File: src/rtl/sr_readback_stream_if.sv
// sr_readback_stream_if: FIFO write port (master drives fifo_data/fifo_wr_en, slave drives fifo_full)
interface sr_readback_stream_if #(
  parameter int DATA_W = 64
);
  logic [DATA_W-1:0] fifo_data;
  logic              fifo_full;
  logic              fifo_wr_en;
  modport master (output fifo_data, output fifo_wr_en, input fifo_full);
  modport slave (input fifo_data, input fifo_wr_en, output fifo_full);
endinterface

File: src/rtl/sr_readback_stream.sv
// sr_readback_stream: oversampled SR readback to FIFO words (clock/reset, enable, sr_ck1/sr_ck2/sr_ld/sr_sout in, fifo port, bit_count/error_count/busy/done/overflow out)
module sr_readback_stream #(
  parameter int DATA_W      = 64,
  parameter int SR_LEN      = 1024,
  parameter int SYNC_STAGES = 2
) (
  input  logic                        clock,
  input  logic                        reset,
  input  logic                        enable,
  input  logic                        sr_ck1,
  input  logic                        sr_ck2,
  input  logic                        sr_ld,
  input  logic                        sr_sout,
  sr_readback_stream_if.master        fifo,
  output logic [15:0]                 bit_count,
  output logic [15:0]                 error_count,
  output logic                        busy,
  output logic                        done,
  output logic                        overflow
);
  localparam int WW = $clog2(DATA_W);
  typedef enum logic [2:0] {IDLE, CAPTURE, FLUSH, TRAILER, DRAIN} state_t;
  state_t            state;
  logic [3:0]        sy [SYNC_STAGES];
  logic [2:0]        d;
  logic [3:0]        q;
  logic              s1, hold_v, sout, fall1, fall2, rise_ld, pop;
  logic [DATA_W-1:0] word, hold, shifted;
  logic [WW-1:0]     wcnt;
  assign q       = sy[SYNC_STAGES-1];
  assign sout    = q[3];
  assign fall1   = d[0] & ~q[0];
  assign fall2   = d[1] & ~q[1];
  assign rise_ld = ~d[2] & q[2];
  assign shifted = {word[DATA_W-2:0], sout};
  assign pop     = hold_v & ~fifo.fifo_full;
  assign busy    = state != IDLE;
  always_ff @(posedge clock or posedge reset)
    if (reset) begin
      for (int i = 0; i < SYNC_STAGES; i++) sy[i] <= '0;
      d               <= '0;
      s1              <= 1'b0;
      state           <= IDLE;
      word            <= '0;
      hold            <= '0;
      hold_v          <= 1'b0;
      wcnt            <= '0;
      bit_count       <= '0;
      error_count     <= '0;
      done            <= 1'b0;
      overflow        <= 1'b0;
      fifo.fifo_wr_en <= 1'b0;
      fifo.fifo_data  <= '0;
    end else begin
      sy[0] <= {sr_sout, sr_ld, sr_ck2, sr_ck1};
      for (int i = 1; i < SYNC_STAGES; i++) sy[i] <= sy[i-1];
      d               <= q[2:0];
      done            <= 1'b0;
      fifo.fifo_wr_en <= pop;
      if (pop) begin
        fifo.fifo_data <= hold;
        hold_v         <= 1'b0;
      end
      if (fall1) s1 <= sout;
      case (state)
        IDLE:
          if (enable) begin
            bit_count   <= '0;
            error_count <= '0;
            wcnt        <= '0;
            word        <= '0;
            overflow    <= 1'b0;
            state       <= CAPTURE;
          end
        CAPTURE: begin
          if (fall2) begin
            // s1 here is the value from before any coincident fall1 update
            if (sout != s1 && error_count != 16'hFFFF) error_count <= error_count + 16'd1;
            word      <= shifted;
            bit_count <= bit_count + 16'd1;
            if (wcnt == WW'(DATA_W-1)) begin
              wcnt <= '0;
              if (pop || !hold_v) begin
                hold   <= shifted;
                hold_v <= 1'b1;
              end else overflow <= 1'b1;
            end else wcnt <= wcnt + WW'(1);
          end
          if (rise_ld || (fall2 && bit_count == 16'(SR_LEN-1))) state <= FLUSH;
        end
        FLUSH:
          if (wcnt == '0) state <= TRAILER;
          else if (!hold_v) begin
            hold   <= word << (DATA_W - int'(wcnt));
            hold_v <= 1'b1;
            state  <= TRAILER;
          end
        TRAILER:
          if (!hold_v) begin
            hold   <= DATA_W'({16'hEB5A, error_count, bit_count});
            hold_v <= 1'b1;
            state  <= DRAIN;
          end
        DRAIN:
          if (pop) begin
            done  <= 1'b1;
            state <= IDLE;
          end
        default: state <= IDLE;
      endcase
    end
endmodule

File: src/flat_wrapper.sv
// flat-port wrapper written by rule: the top's interface ports become plain ports
module sr_readback_stream_flat 
#(
  parameter int DATA_W      = 64,
  parameter int SR_LEN      = 1024,
  parameter int SYNC_STAGES = 2
)
  (clock, reset, enable, sr_ck1, sr_ck2, sr_ld, sr_sout, bit_count, error_count, busy, done, overflow, fifo_fifo_data, fifo_fifo_wr_en, fifo_fifo_full);
  sr_readback_stream_if #(.DATA_W(DATA_W)) fifo_i ();
  input  logic clock;
  input  logic reset;
  input  logic enable;
  input  logic sr_ck1;
  input  logic sr_ck2;
  input  logic sr_ld;
  input  logic sr_sout;
  output logic [15:0] bit_count;
  output logic [15:0] error_count;
  output logic busy;
  output logic done;
  output logic overflow;
  output wire logic [$bits(fifo_i.fifo_data)-1:0] fifo_fifo_data;
  output wire logic [$bits(fifo_i.fifo_wr_en)-1:0] fifo_fifo_wr_en;
  input wire logic [$bits(fifo_i.fifo_full)-1:0] fifo_fifo_full;
  assign fifo_fifo_data = fifo_i.fifo_data;
  assign fifo_fifo_wr_en = fifo_i.fifo_wr_en;
  assign fifo_i.fifo_full = fifo_fifo_full;
  sr_readback_stream #(.DATA_W(DATA_W), .SR_LEN(SR_LEN), .SYNC_STAGES(SYNC_STAGES)) u_core (.clock(clock), .reset(reset), .enable(enable), .sr_ck1(sr_ck1), .sr_ck2(sr_ck2), .sr_ld(sr_ld), .sr_sout(sr_sout), .fifo(fifo_i), .bit_count(bit_count), .error_count(error_count), .busy(busy), .done(done), .overflow(overflow));
endmodule
File: config.mk
export PLATFORM = sky130hd
export DESIGN_NAME = sr_readback_stream_flat
export DESIGN_NICKNAME = d
export VERILOG_FILES = /design/src/rtl/sr_readback_stream_if.sv /design/src/rtl/sr_readback_stream.sv /design/src/flat_wrapper.sv
export SDC_FILE = /design/constraint.sdc
export NUM_CORES = 1
export LEC_CHECK = 0
export ABC_AREA = 1
export CORE_AREA = 2 2 137 193
export DETAILED_ROUTE_END_ITERATION = 8
export DIE_AREA = 0 0 139 195
export GPL_TIMING_DRIVEN = 0
export PLACE_DENSITY = 0.91
export SKIP_LAST_GASP = 1
export SLEW_MARGIN = 30
export SYNTH_ARGS = -nofsm -noshare
export SYNTH_HDL_FRONTEND = slang
export SYNTH_SLANG_ARGS = --single-unit
File: constraint.sdc
create_clock -name clock -period 16.6 [get_ports clock]
set_input_delay 3.32 -clock clock [delete_from_list [all_inputs] [get_ports clock]]
set_output_delay 3.32 -clock clock [all_outputs]
set_load 0.03 [all_outputs]
# ---- Yosys cells after proc, flatten, opt, wreduce, memory -nomap -nowiden
# Cells that the tools add are included.
dict set report word_totals {
  reg_bits 249
  mem_bits_ro 0
  latchBits 0
  ram_bits 0
  out_inout_bits 100
  elab_cells 104
  inputBits 8
  memories 0
}
dict set report classes {
  n_eq_ne 20
  magnitude_cmp 0
  multipliers 0
  n_shift 1
  n_mux 41
  bitwise_logic 8
  reduce_logical 15
  n_addsub 4
  n_div 0
}
# operator count
set ops {}
lappend ops {{2-to-1 mux 64 bit} 8}
lappend ops {{one-hot mux 64 bit (3 select lines)} 1}
lappend ops {{one-hot mux 64 bit (2 select lines)} 1}
lappend ops {{2-to-1 mux 16 bit} 4}
lappend ops {{one-hot mux 16 bit (2 select lines)} 2}
lappend ops {{left shift 64 x 32 -> 64 bit} 1}
lappend ops {{adder 16 x 1 -> 16 bit, second input constant} 2}
lappend ops {{2-to-1 mux 3 bit} 6}
lappend ops {{2-to-1 mux 6 bit} 3}
lappend ops {{equality test 16 x 10 -> 1 bit, second input constant} 1}
lappend ops {{!= test 16 bit, second input constant} 1}
lappend ops {{one-hot mux 3 bit (5 select lines)} 1}
lappend ops {{2-to-1 mux 1 bit} 12}
lappend ops {{!= test 2 x 1 -> 1 bit, second input constant} 6}
lappend ops {{one-hot mux 6 bit (2 select lines)} 1}
lappend ops {{!= test 2 bit, second input constant} 5}
lappend ops {{AND reduction 5 bit} 2}
lappend ops {{subtractor 7 x 6 -> 8 bit, first input constant} 1}
lappend ops {{AND reduction 7 bit} 1}
lappend ops {{adder 6 x 1 -> 6 bit, second input constant} 1}
lappend ops {{equality test 3 x 2 -> 1 bit, second input constant} 2}
lappend ops {{equality test 6 bit, second input constant} 1}
lappend ops {{logical NOT 6 bit} 1}
lappend ops {{nonzero test 3 bit} 2}
lappend ops {{other kinds (15)} 23}

# ---- Depth between registers and ports, before layout
dict set report logic_depth {
  depth_word 7
  ltp_mapped 18
  depth_no_buf 13
}

# ---- Least setup slack after synthesis
# OpenSTA, ideal clock, no wires.
dict set report synth_timing {
  path_type {input to register}
  from {in fifo_fifo_full}
  to {reg u_core.hold[49]}
  cell_stages 11
  arrival_ns 4.214
  required_ns 16.487
  setup_slack_ns 12.274
  path_cell_list {nand2_1 inv_1 nand2_1 nand2_1 nor2_4 nand2_2 buf_6 buf_2 nand2_1 nand2_1 inv_1}
}
dict set report synth_between {
  elab_chain_len 5
}
# element line
set synth_lines {}
lappend synth_lines {{start, declared} flat_wrapper.sv:24} ;# input wire logic [$bits(fifo_i.fifo_full)-1:0] fifo_fifo_full;
lappend synth_lines {{inverter 1 bit} sr_readback_stream.sv:36} ;# assign pop = hold_v & ~fifo.fifo_full;
lappend synth_lines {{bitwise AND 1 bit} sr_readback_stream.sv:36}
lappend synth_lines {{logical OR 1 bit} sr_readback_stream.sv:83} ;# if (pop || !hold_v) begin
lappend synth_lines {{!= test 2 x 1 -> 1 bit (no source line)} -}
lappend synth_lines {{AND reduction 7 bit (no source line)} -}
lappend synth_lines {{end signal, assigned} sr_readback_stream.sv:84} ;# hold <= shifted;
lappend synth_lines {{end signal, assigned} sr_readback_stream.sv:94} ;# hold <= word << (DATA_W - int'(wcnt));
lappend synth_lines {{end signal, assigned} sr_readback_stream.sv:100} ;# hold <= DATA_W'({16'hEB5A, error_count, bit_count});
lappend synth_lines {{end, declared} sr_readback_stream.sv:28} ;# logic [DATA_W-1:0] word, hold, shifted;
# No other way between the ends.
# A chain may end at the register's enable or synchronous reset.

# ---- Final worst setup path
dict set report layout_timing {
  from {reg u_core.state[0]}
  to {out busy}
}
dict set report layout_between {
  elab_chain_len 1
}
# element line
set layout_lines {}
lappend layout_lines {{start, declared} sr_readback_stream.sv:23} ;# state_t state;
lappend layout_lines {{start signal, assigned} sr_readback_stream.sv:43} ;# state <= IDLE;
lappend layout_lines {{start signal, assigned} sr_readback_stream.sv:73} ;# state <= CAPTURE;
lappend layout_lines {{start signal, assigned} sr_readback_stream.sv:89} ;# if (rise_ld || (fall2 && bit_count == 16'(SR_LEN-1))) state <= FLUSH;
lappend layout_lines {{nonzero test 3 bit} sr_readback_stream.sv:37} ;# assign busy = state != IDLE;
lappend layout_lines {{end, declared} flat_wrapper.sv:19} ;# output logic busy;
# No other way between the ends.

==> summary.md <==
| Metric | Value |
|---|---|
| Aggregate global-route resource usage | 0.447 |
| Synth top area cells | dfrtp_1 42%, nand3_1 17%, nand2_1 15% |
| Clock sink count | between 200 and 250 |
| First-pass GRT wire length | 92,800 µm |
| Post-synth net total | ~2,100 |
| Register area share after synthesis | 0.415 |
| Max VDD drop | 0.000184 V |
| Pins over their slew limit | 0 |
| Share of post-route cells with drive strength above 1 | 0.0782 |
| Final worst slack | roughly 11 ns |
| # IOs | between 100 and 150 |
| CP Data Arrival Time | 1.98 ns |
| Post-synth EDFFs | 0 |
| Core Box Area | 0.0252 mm² |
| Avg Cell Area, Syn | approximately 7.0 µm² |
| Outcome | finished, final reports clean |
| Die area | 0.0271 mm² |
| Synthesized cell area | between 0.015 and 0.02 mm² |
| Bufs and invs on worst path | 2 |
| Commonest cells in the synthesized netlist | 588 x nand2_1, 516 x nand3_1, 249 x dfrtp_1, 169 x inv_1, 140 x o21ai_0 |
| Achievable frequency | around 190 MHz |
| Largest net degree at the start of global routing | between 90 and 100 |
| Power per Cell Area | approximately 250 mW/mm² |
| Antenna Cells | 0 |
| Vias | about 17,000 |
| Critical Path Start Type | register |
| Crit path max fanout | 7 |
| Gr ovfl total | 0 |
| Rel. slew slack | 0.480 |
| CP peak stage delay | between 0.6 and 0.7 ns |
| Required time of the critical path | 13.28 ns |
| Rows | 69 |
| Primary FF master, synth | dfrtp_1 |
| Die width | 139 µm |
| RSZ-0062 raised after global routing | false |
| Hold WC Path Type | reg -> reg |
| H-tree depth | 1 |
| Min Tclk post-route | approximately 5.3 ns |
| Critical path cell sequence | buf_2, nor2_1, nand2_1, clkdlybuf4s50_1 |
| Leak | ~8 nW |
| Setup TNS | 0 ns |
| Number of global-route vias before repair | 15,800 |
| Final nets | 2,284 |
| Number of fill cells in the layout | roughly 2,100 |
| Critical path class | reg -> out |
| Remaining antenna violation count after routing | 0 |
| Synth async-reset ratio | 1.00 |
| FF-to-FF setup slack | approximately 13 ns |
| Reg area | 0.00623 mm² |
| Initial antenna violation count | 0 |
| Slowest-stage cell, CP | clkdlybuf4s50_1 |
| Hold Buf Count CTS | 0 |
| YS warnings | 0 |
| PostCTS Resize Cnt | 0 |
| Max-Cap Viols | 0 |
| Initial Util | 0.595 |
| Final hold viol count | 0 |
| Total CTS buffers | 24 |
| Crit path capture type | output pin |
| Top delay family on crit path | buffers and inverters |
| DRT Pass-1 Iters | 8 |
| Area occupied by multi-input gates | about 0.0074 mm² |
| Clock Latency Late Sink | roughly 0.54 ns |
| Synth cell types | 38 |
| Layout Skew | 0.0140 ns |
| Routed WL per cell | 23.6 µm |
| Remaining DRCs | 0 |
| CTS Buffer Depth | 3 |
| Placed cells | about 2,600 |
| Final Cell Area | ~0.017 mm² |
| Period utilization | 0.319 |
| CTS tree | built |
| Cell taking the most area after synthesis | dfrtp_1 |
| Buffers inserted by post-CTS timing repair | 0 |
| Cell Area, Placed | between 0.015 and 0.02 mm² |
| Reg clk slew, reported paths | approximately 0.060 ns |
| Routed WL | ~60,000 µm |
| Mapped Cells | approximately 2,100 |
| Iter 0 DRT Violations | 2,409 |
| Clock root buffer master | clkbuf_16 |
| DP HPWL | between 40,000 and 50,000 µm |
| Synth top area share | 0.415 |
| Most frequent cell after synthesis | nand2_1 |
| Vias/cell | approximately 6.4 |
| Finished Layout Cells | roughly 2,600 |
| Place WS | between 10 and 15 ns |
| Port buffer count | around 110 |
| Gp weighted congestion | roughly 1.1 |
| Die Y | a little under 200 µm |
| Worst-Margin Slew | ~0.78 ns |
| Synthesized flop and latch total | 249 |
| Synthesis-to-finish area growth | 15.8% |
| Setup-failing EPs final | 0 |
## registers in the layout (all words and copies together) (netlist names), 3 cells and up
name                   cells
u_core.bit_count          16
u_core.state               3
u_core.word               64
u_core.error_count        16
u_core.q                   4
u_core.wcnt                6
u_core.d                   3
u_core.fifo.fifo_data     64
u_core.sy                  4
u_core.hold               64
## final cells by class
type / count / area share
multi-input combinational: 1569 / 0.426
sequential: 249 / 0.358
timing repair buffer: 109 / 0.0648
clock buffer: 35 / 0.0427
inverter: 182 / 0.0399
buffer: 137 / 0.0396
tap: 319 / 0.0230
clock inverter: 8 / 0.00576
## worst paths after layout
| check | start | endpoint | cells after the start |
|---|---|---|---|
| max reg2reg | u_core.wcnt[0] | u_core.hold[52] | 16 |
| min reg2reg | u_core.sy[7] | u_core.q[3] | 0 |
| min in group asynchronous | reset | u_core.hold[19] | 2 |
| min | u_core.sy[7] | u_core.q[3] | 0 |
| max in group asynchronous | reset | u_core.word[59] | 3 |
| max | u_core.state[0] | busy | 4 |
## stage by stage
stage	utilization	hold slack (ns)	power (W)
final	0.690	0.350	0.00436
after global routing	0.690	0.368	0.00458
after CTS	0.690	0.351	0.00425
after detailed placement	0.656	0.336	0.00365
after global placement	0.654	0.333	0.00360
after floorplan	-	0.331	0.00268
## layer usage
metal  up-vias  track usage  share of wire
met3       276       0.0689          0.097
met1      7878        0.552           0.36
li1       7366            -              -
met5         -            0              0
met2      1182        0.726           0.46
met4         0        0.301          0.084
## where the power goes
group          leakage (nW)  total (W)  switching (W)  internal (W)
sequential             3.21   0.000881      0.0000927      0.000788
clock                 0.417   0.000587       0.000245      0.000342
combinational          4.45    0.00290        0.00207      0.000823
## worst reg2reg max path, cell delays in order (launching register included)
cell and delay (ns):
dfrtp_1 0.42, buf_2 0.18, inv_2 0.11, buf_2 0.25, buf_4 0.23, ha_1 0.26
buf_2 0.22, inv_1 0.12, clkbuf_1 0.45, nand3_1 0.20, nand2_1 0.17, nand3_1 0.30
nand2_1 0.18, nand3_1 0.27, nand3_1 0.23, nand2_1 0.08, inv_1 0.05
## logic make-up after synthesis
group,synth area share
and+or+nand+nor,0.371
buffers and inverters,0.0916
AOI/OAI and AO/OA,0.109
DFF,0.415
xor gates and xnor gates,0.0103
adders and majority gates,0.00333
## placed cells by master (no fill, tap or decap), types with 2 or more instances in the layout
cell / count
a21oi_1: 57
a22oi_1: 8
a22oi_2: 19
a31oi_1: 3
buf_1: 11
buf_16: 2
buf_2: 64
buf_4: 13
buf_6: 6
bufinv_16: 2
clkbuf_1: 45
clkbuf_16: 25
clkbuf_8: 8
clkdlybuf4s50_1: 107
clkinv_2: 4
dfrtp_1: 249
ha_1: 4
inv_1: 168
inv_2: 11
inv_6: 2
nand2_1: 588
nand2_2: 7
nand3_1: 516
nand3b_1: 2
nand4_1: 8
nor2_1: 114
nor2_2: 3
nor2_4: 5
nor3_1: 25
o21a_1: 2
o21ai_0: 140
o21ai_1: 4
o221ai_1: 2
o22ai_1: 33
o31ai_1: 7
xor2_1: 14
xor2_2: 2
(Power assumes the default switching activity.)
